<file path="src/rtl/xgmii_pkg.sv">
// Shared XGMII TX constants, scheduler state type and termination lane mux.
package xgmii_pkg;

    localparam logic [7:0] CTL_IDLE  = 8'h07;
    localparam logic [7:0] CTL_START = 8'hFB;
    localparam logic [7:0] CTL_TERM  = 8'hFD;
    localparam logic [7:0] CTL_ERROR = 8'hFE;

    localparam logic [63:0] PREAMBLE_WORD = {56'hD5555555555555, CTL_START};
    localparam logic [63:0] IDLE_WORD     = {8{CTL_IDLE}};
    localparam logic [63:0] ERROR_WORD    = {8{CTL_ERROR}};
    localparam logic [63:0] TERM_WORD     = {{7{CTL_IDLE}}, CTL_TERM};

    typedef enum logic [2:0] {
        ST_IDLE,
        ST_DATA,
        ST_TERM,
        ST_DROP,
        ST_IFG
    } state_t;

    // Partial last word: data below lane k, /T/ at lane k, idle above.
    function automatic logic [71:0] term_lanes(input logic [63:0] data,
                                               input logic [2:0]  bytes);
        logic [63:0] d;
        logic [7:0]  c;
        d = IDLE_WORD;
        c = 8'hFF;
        for (int i = 0; i < 8; i++) begin
            if (i < int'(bytes)) begin
                d[8*i +: 8] = data[8*i +: 8];
                c[i]        = 1'b0;
            end else if (i == int'(bytes)) begin
                d[8*i +: 8] = CTL_TERM;
            end
        end
        return {c, d};
    endfunction

endpackage

</file>
<file path="src/rtl/xgmii_rr_arbiter.sv">
// Two-way round-robin arbiter; the pointer remembers the last granted source.
module xgmii_rr_arbiter
    import xgmii_pkg::*;
(
    input  logic       clk,
    input  logic       rst,
    input  logic [1:0] req,
    input  logic       grant_en,
    output logic       grant_idx
);

    logic last_grant;

    always_comb begin
        if (req == 2'b11) grant_idx = ~last_grant;
        else              grant_idx = req[1] & ~req[0];
    end

    // Reset marks source 1 as last granted so source 0 wins first.
    always_ff @(posedge clk or posedge rst) begin
        if (rst)                    last_grant <= 1'b1;
        else if (grant_en && |req)  last_grant <= grant_idx;
    end

endmodule

</file>
<file path="src/rtl/xgmii_tx_scheduler.sv">
// Two-source XGMII TX scheduler: round-robin framing, IFG and underrun handling.
module xgmii_tx_scheduler
    import xgmii_pkg::*;
#(
    parameter int MIN_IFG_WORDS  = 2,
    parameter int UNDERRUN_CNT_W = 16
) (
    input  logic                      clk_xgmii_tx,
    input  logic                      reset_xgmii_tx,
    input  logic [63:0]               s0_data,
    input  logic                      s0_valid,
    input  logic                      s0_last,
    input  logic [2:0]                s0_bytes,
    output logic                      s0_ready,
    input  logic [63:0]               s1_data,
    input  logic                      s1_valid,
    input  logic                      s1_last,
    input  logic [2:0]                s1_bytes,
    output logic                      s1_ready,
    output logic [63:0]               xgmii_txd,
    output logic [7:0]                xgmii_txc,
    output logic                      busy,
    output logic                      active_src,
    output logic [UNDERRUN_CNT_W-1:0] underrun_count
);

    localparam logic [3:0] IFG_LOAD = 4'(MIN_IFG_WORDS);

    state_t      state;
    logic [3:0]  ifg_cnt;
    logic [63:0] nxt_txd;
    logic [7:0]  nxt_txc;
    logic        grant_idx;
    logic        accepting;
    logic [63:0] sel_data;
    logic        sel_valid;
    logic        sel_last;
    logic [2:0]  sel_bytes;

    xgmii_rr_arbiter u_arb (
        .clk       (clk_xgmii_tx),
        .rst       (reset_xgmii_tx),
        .req       ({s1_valid, s0_valid}),
        .grant_en  (state == ST_IDLE),
        .grant_idx (grant_idx)
    );

    assign accepting = (state == ST_DATA) || (state == ST_DROP);
    assign s0_ready  = accepting && !active_src;
    assign s1_ready  = accepting &&  active_src;
    assign busy      = (state != ST_IDLE);

    assign sel_data  = active_src ? s1_data  : s0_data;
    assign sel_valid = active_src ? s1_valid : s0_valid;
    assign sel_last  = active_src ? s1_last  : s0_last;
    assign sel_bytes = active_src ? s1_bytes : s0_bytes;

    // nxt_* holds the word built this edge; it reaches the pins one edge later,
    // which lets the preamble go out while the first data word is accepted.
    always_ff @(posedge clk_xgmii_tx or posedge reset_xgmii_tx) begin
        if (reset_xgmii_tx) begin
            state          <= ST_IDLE;
            active_src     <= 1'b0;
            ifg_cnt        <= 4'd0;
            nxt_txd        <= IDLE_WORD;
            nxt_txc        <= 8'hFF;
            xgmii_txd      <= IDLE_WORD;
            xgmii_txc      <= 8'hFF;
            underrun_count <= '0;
        end else begin
            xgmii_txd <= nxt_txd;
            xgmii_txc <= nxt_txc;
            unique case (state)
                ST_IDLE: begin
                    if (s0_valid || s1_valid) begin
                        active_src <= grant_idx;
                        nxt_txd    <= PREAMBLE_WORD;
                        nxt_txc    <= 8'h01;
                        state      <= ST_DATA;
                    end else begin
                        nxt_txd <= IDLE_WORD;
                        nxt_txc <= 8'hFF;
                    end
                end
                ST_DATA: begin
                    if (!sel_valid) begin
                        nxt_txd <= ERROR_WORD;
                        nxt_txc <= 8'hFF;
                        state   <= ST_DROP;
                        if (underrun_count != '1)
                            underrun_count <= underrun_count + 1'b1;
                    end else if (!sel_last || sel_bytes == 3'd0) begin
                        nxt_txd <= sel_data;
                        nxt_txc <= 8'h00;
                        if (sel_last) state <= ST_TERM;
                    end else begin
                        {nxt_txc, nxt_txd} <= term_lanes(sel_data, sel_bytes);
                        ifg_cnt <= IFG_LOAD;
                        state   <= ST_IFG;
                    end
                end
                ST_TERM: begin
                    nxt_txd <= TERM_WORD;
                    nxt_txc <= 8'hFF;
                    ifg_cnt <= IFG_LOAD;
                    state   <= ST_IFG;
                end
                ST_DROP: begin
                    nxt_txd <= IDLE_WORD;
                    nxt_txc <= 8'hFF;
                    if (sel_valid && sel_last) begin
                        ifg_cnt <= IFG_LOAD;
                        state   <= ST_IFG;
                    end
                end
                ST_IFG: begin
                    // One extra pass here is the arbitration idle before IDLE.
                    nxt_txd <= IDLE_WORD;
                    nxt_txc <= 8'hFF;
                    if (ifg_cnt == 4'd0) state <= ST_IDLE;
                    else                 ifg_cnt <= ifg_cnt - 4'd1;
                end
                default: state <= ST_IDLE;
            endcase
        end
    end

endmodule

</file>
<file path="config.mk">
export PLATFORM = sky130hd
export DESIGN_NAME = xgmii_tx_scheduler
export DESIGN_NICKNAME = d
export VERILOG_FILES = /design/src/rtl/xgmii_pkg.sv /design/src/rtl/xgmii_rr_arbiter.sv /design/src/rtl/xgmii_tx_scheduler.sv
export SDC_FILE = /design/constraint.sdc
export NUM_CORES = 1
export LEC_CHECK = 0
export CORE_MARGIN = 8
export CORE_UTILIZATION = 40
export DETAILED_ROUTE_END_ITERATION = 7
export PLACE_DENSITY = 0.78
export SETUP_SLACK_MARGIN = 0.3
export SLEW_MARGIN = 20
export SYNTH_ARGS = -nofsm -noshare
export SYNTH_HDL_FRONTEND = slang
export SYNTH_SLANG_ARGS = --single-unit
</file>
<file path="constraint.sdc">
create_clock -name clk_xgmii_tx -period 8.8 [get_ports clk_xgmii_tx]
set_input_delay 0.88 -clock clk_xgmii_tx [delete_from_list [all_inputs] [get_ports clk_xgmii_tx]]
set_output_delay 0.88 -clock clk_xgmii_tx [all_outputs]
set_load 0.01 [all_outputs]
</file>
==> summary.md <==
| Metric | Value |
|---|---|
| Antenna Nets Post-Route | 0 |
| Synth area leaders | dfrtp_1, dfstp_2, mux2i_1 |
| Sequential power share | 37.4% |
| Power share of the combinational group | 41.6% |
| Post-DR vias/cell | 5.53 |
| Max Root-Sink Buffers | 2 |
| Vias in the first global route | 6,274 |
| Hold path depth | 0 |
| Area occupied by multi-input gates | 3010 um2 |
| Total gr overflow | 0 |
| Syn_area_per_cell | 11.9 um2 |
| Synthesized area | 7520 um2 |
| Hold WC Path Type | reg -> reg |
| Commonest non-fill, non-tap cell in the layout | clkdlybuf4s50_1 |
| Sequential share of the synthesized area | 57.3% |
| Skew-Pair Late Insertion Delay | 0.43 ns |
| First-pass GRT wire length | 35.5 mm |
| Number of H-tree levels | 4 |
| Row cnt | 50 |
| Maximum capacitance violations | 0 |
| Sw power | 1.32 mW |
| Critical path peak fanout | 14 |
| PD cells | 345 nW/um2 |
| Post-synth EDFFs | 0 |
| Layout cells sized above 1 | 17.9% |
| R2r setup slk | 5.74 ns |
| RSZ-0062 raised after global routing | no |
| Share of the synthesized area in the top cell type | 34.6% |
| RR Endpoint | nxt_txd[63]$_DFFE_PP0P_ |
| Storage cell area | 4310 um2 |
| Mapped Cells | 630 |
| Die Ht | 153 um |
| Post-CTS Setup Inserts | 0 |
| Largest net degree at the start of global routing | 90 |
| P_int | 2.34 mW |
| DRC | 0 |
| Initial Utilization | 40.5% |
| Clock slew seen by the registers of the worst setup and hold paths | 0.07 ns |
| # hold bufs at CTS | 0 |
| Seq cells post-synth | 169 |
| Max Freq | 0.297 GHz |
| Synth area leader | dfrtp_1 |
| Total negative slack | 0 ns |
| Filler cells | 1,545 |
| Worst r2r src | active_src$_DFFE_PP0P_ |
| Final period util | 38.3% |
| Initial antenna violation count | 2 |
| Part of the power in the clock network | 21.0% |
| Core Area | 18,600 um2 |
| Switching part of the total | 36.2% |
| Slew margin rel. | 34.4% |
| Most used DFF post-synth | dfrtp_1 |
| # clock sinks | 169 |
| Die span in x | 153 um |
| Status | finished clean |
| Root buffer cell | clkbuf_16 |
| Worst Tran Pin Value | 0.984 ns |
| CTS tree | built |
| Full die area | 23,400 um2 |
| Avg WL per Cell | 21.0 um |
| Hpwl dp | 16.5 mm |
| Hold Startpoint | nxt_txd[8]$_DFFE_PP1P_ |
| Crit. End Element | output pin |
| DR vias | 6,062 |
| WS Path Type | reg -> out |
| Min cycle time layout | 3.37 ns |
| Port Buffers | 231 |
| P&R area growth vs syn | 41.3% |
| Final Hold Fails | 0 |
| Tot Pwr | 3.66 mW |
| Final Slew Violations | 0 |
| R2R cell count | 6 |
| All-layer global routing usage | 19.5% |
| Num CTS Buffers | 17 |
| Crit path required time | 7.92 ns |
| CP arrival | 2.49 ns |
| Worst Hold Endpoint | xgmii_txd[8]$_DFF_PP1_ |
| Fin nets | 991 |
| Routability Congestion | 0.840 |
| Critical Path Source Type | register |
| Final setup viols | 0 |
| Synth cell types | 73 |
| Routed wire length | 23.1 mm |
| DRT iter0 DRCs | 459 |
| Ys async rst share | 100% |
| Warnings, synthesis | 0 |
| Ports | 232 |
| Syn_nets | 772 |
| Leak | 4.39 nW |
| Clock skew | 0.00763 ns |
| # resized after CTS | 0 |
| Most frequent cells in the layout | clkdlybuf4s50_1, dfrtp_1, dfstp_2, mux2i_1, nor2_1 |
| VDD IR-drop max | 176 uV |
| DRT Pass-1 Iters | 5 |
[worst max path at each step]
stage / slack (ns) / end / from / cells past startpoint
after global routing: 5.28 / busy / state[1]$_DFFE_PP0P_ / 3
final: 5.43 / busy / state[1]$_DFFE_PP0P_ / 3
after floorplan: 3.45 / active_src$_DFFE_PP0P_ / reset_xgmii_tx / 1
after detailed placement: 5.69 / nxt_txd[14]$_DFFE_PP0P_ / active_src$_DFFE_PP0P_ / 5
after global placement: 5.72 / nxt_txd[38]$_DFFE_PP0P_ / s1_bytes[0] / 5
after CTS: 5.46 / busy / state[1]$_DFFE_PP0P_ / 3
[metrics by stage]
stage / util (%) / instances / cell area, um2 / hold WS (ns) / setup slack (ns)
2_1_floorplan: - / 630 / 7520 / 0.352 / 3.45
3_3_place_gp: 53.9 / 1064 / 10000 / 0.354 / 5.72
3_5_place_dp: 53.9 / 1064 / 10000 / 0.355 / 5.69
4_1_cts: 57.2 / 1096 / 10600 / 0.366 / 5.46
5_1_grt: 57.2 / 1097 / 10600 / 0.368 / 5.28
6_report: 57.2 / 1097 / 10600 / 0.364 / 5.43
[power by group through the flow]
stage                     combinational (mW)  sequential [mW]  clock, mW
final                                   1.52             1.37      0.768
after global routing                    1.64             1.41      0.816
after CTS                               1.54             1.37      0.778
after detailed placement                1.52             1.38          0
after global placement                  1.50             1.37          0
after floorplan                        0.842             1.38          0
[layout make-up]
type / count / area share [%]
clock inverters: 15 / 1.68
clock buffers: 17 / 4.00
well taps: 234 / 2.76
multi-input cells: 415 / 28.3
diodes: 1 / 0.0236
repair buffers: 239 / 22.3
flip-flops and latches: 169 / 40.6
inverters: 7 / 0.294
[sequential cells by signal, indices dropped and copies added (netlist names)]
register	flops
xgmii_txd	64
u_arb.last_grant	1
nxt_txc	8
nxt_txd	64
ifg_cnt	4
xgmii_txc	8
underrun_count	16
state	3
active_src	1
[kinds of logic (layout without fill, tap and decap cells)]
kind of cell	count (synthesis)	after routing	share of synthesized area, %
buf+inv	46	278	2.90
compound gates	173	173	16.2
xor+xnor	14	14	1.63
other cells	0	1	0
fa+ha+maj	2	2	0.333
flops	169	169	57.3
mux	71	71	10.1
simple gates	155	155	11.5
[cell usage after synthesis (all sizes together), types with 8 or more instances]
| cell | count |
|---|---|
| dfrtp | 104 |
| dfstp | 65 |
| mux2i | 45 |
| nor2 | 42 |
| a21oi | 40 |
| o21ai | 28 |
| mux2 | 26 |
| nand2 | 24 |
| buf | 23 |
| nand3 | 18 |
| clkbuf | 16 |
| a31oi | 13 |
| nor3 | 13 |
| o22ai | 11 |
| nor2b | 9 |
| a211o | 8 |
| o22a | 8 |
| xor2 | 8 |
[critical path, stage by stage (launching register included)]
cell and delay, ns:
dfrtp_1 0.57, nor3_1 0.68, inv_1 0.23, clkdlybuf4s50_1 0.58
[per-layer routing]
metal | GRT usage, % | vias to the layer above | part of all wire, %
met2 | 34.6 | 241 | 52
met5 | 0 | - | 0.056
met1 | 22.4 | 3004 | 39
li1 | - | 2783 | -
met4 | 6.13 | 2 | 1.9
met3 | 5.19 | 32 | 7.2
No activity file was read; power rests on OpenSTA's default activity.
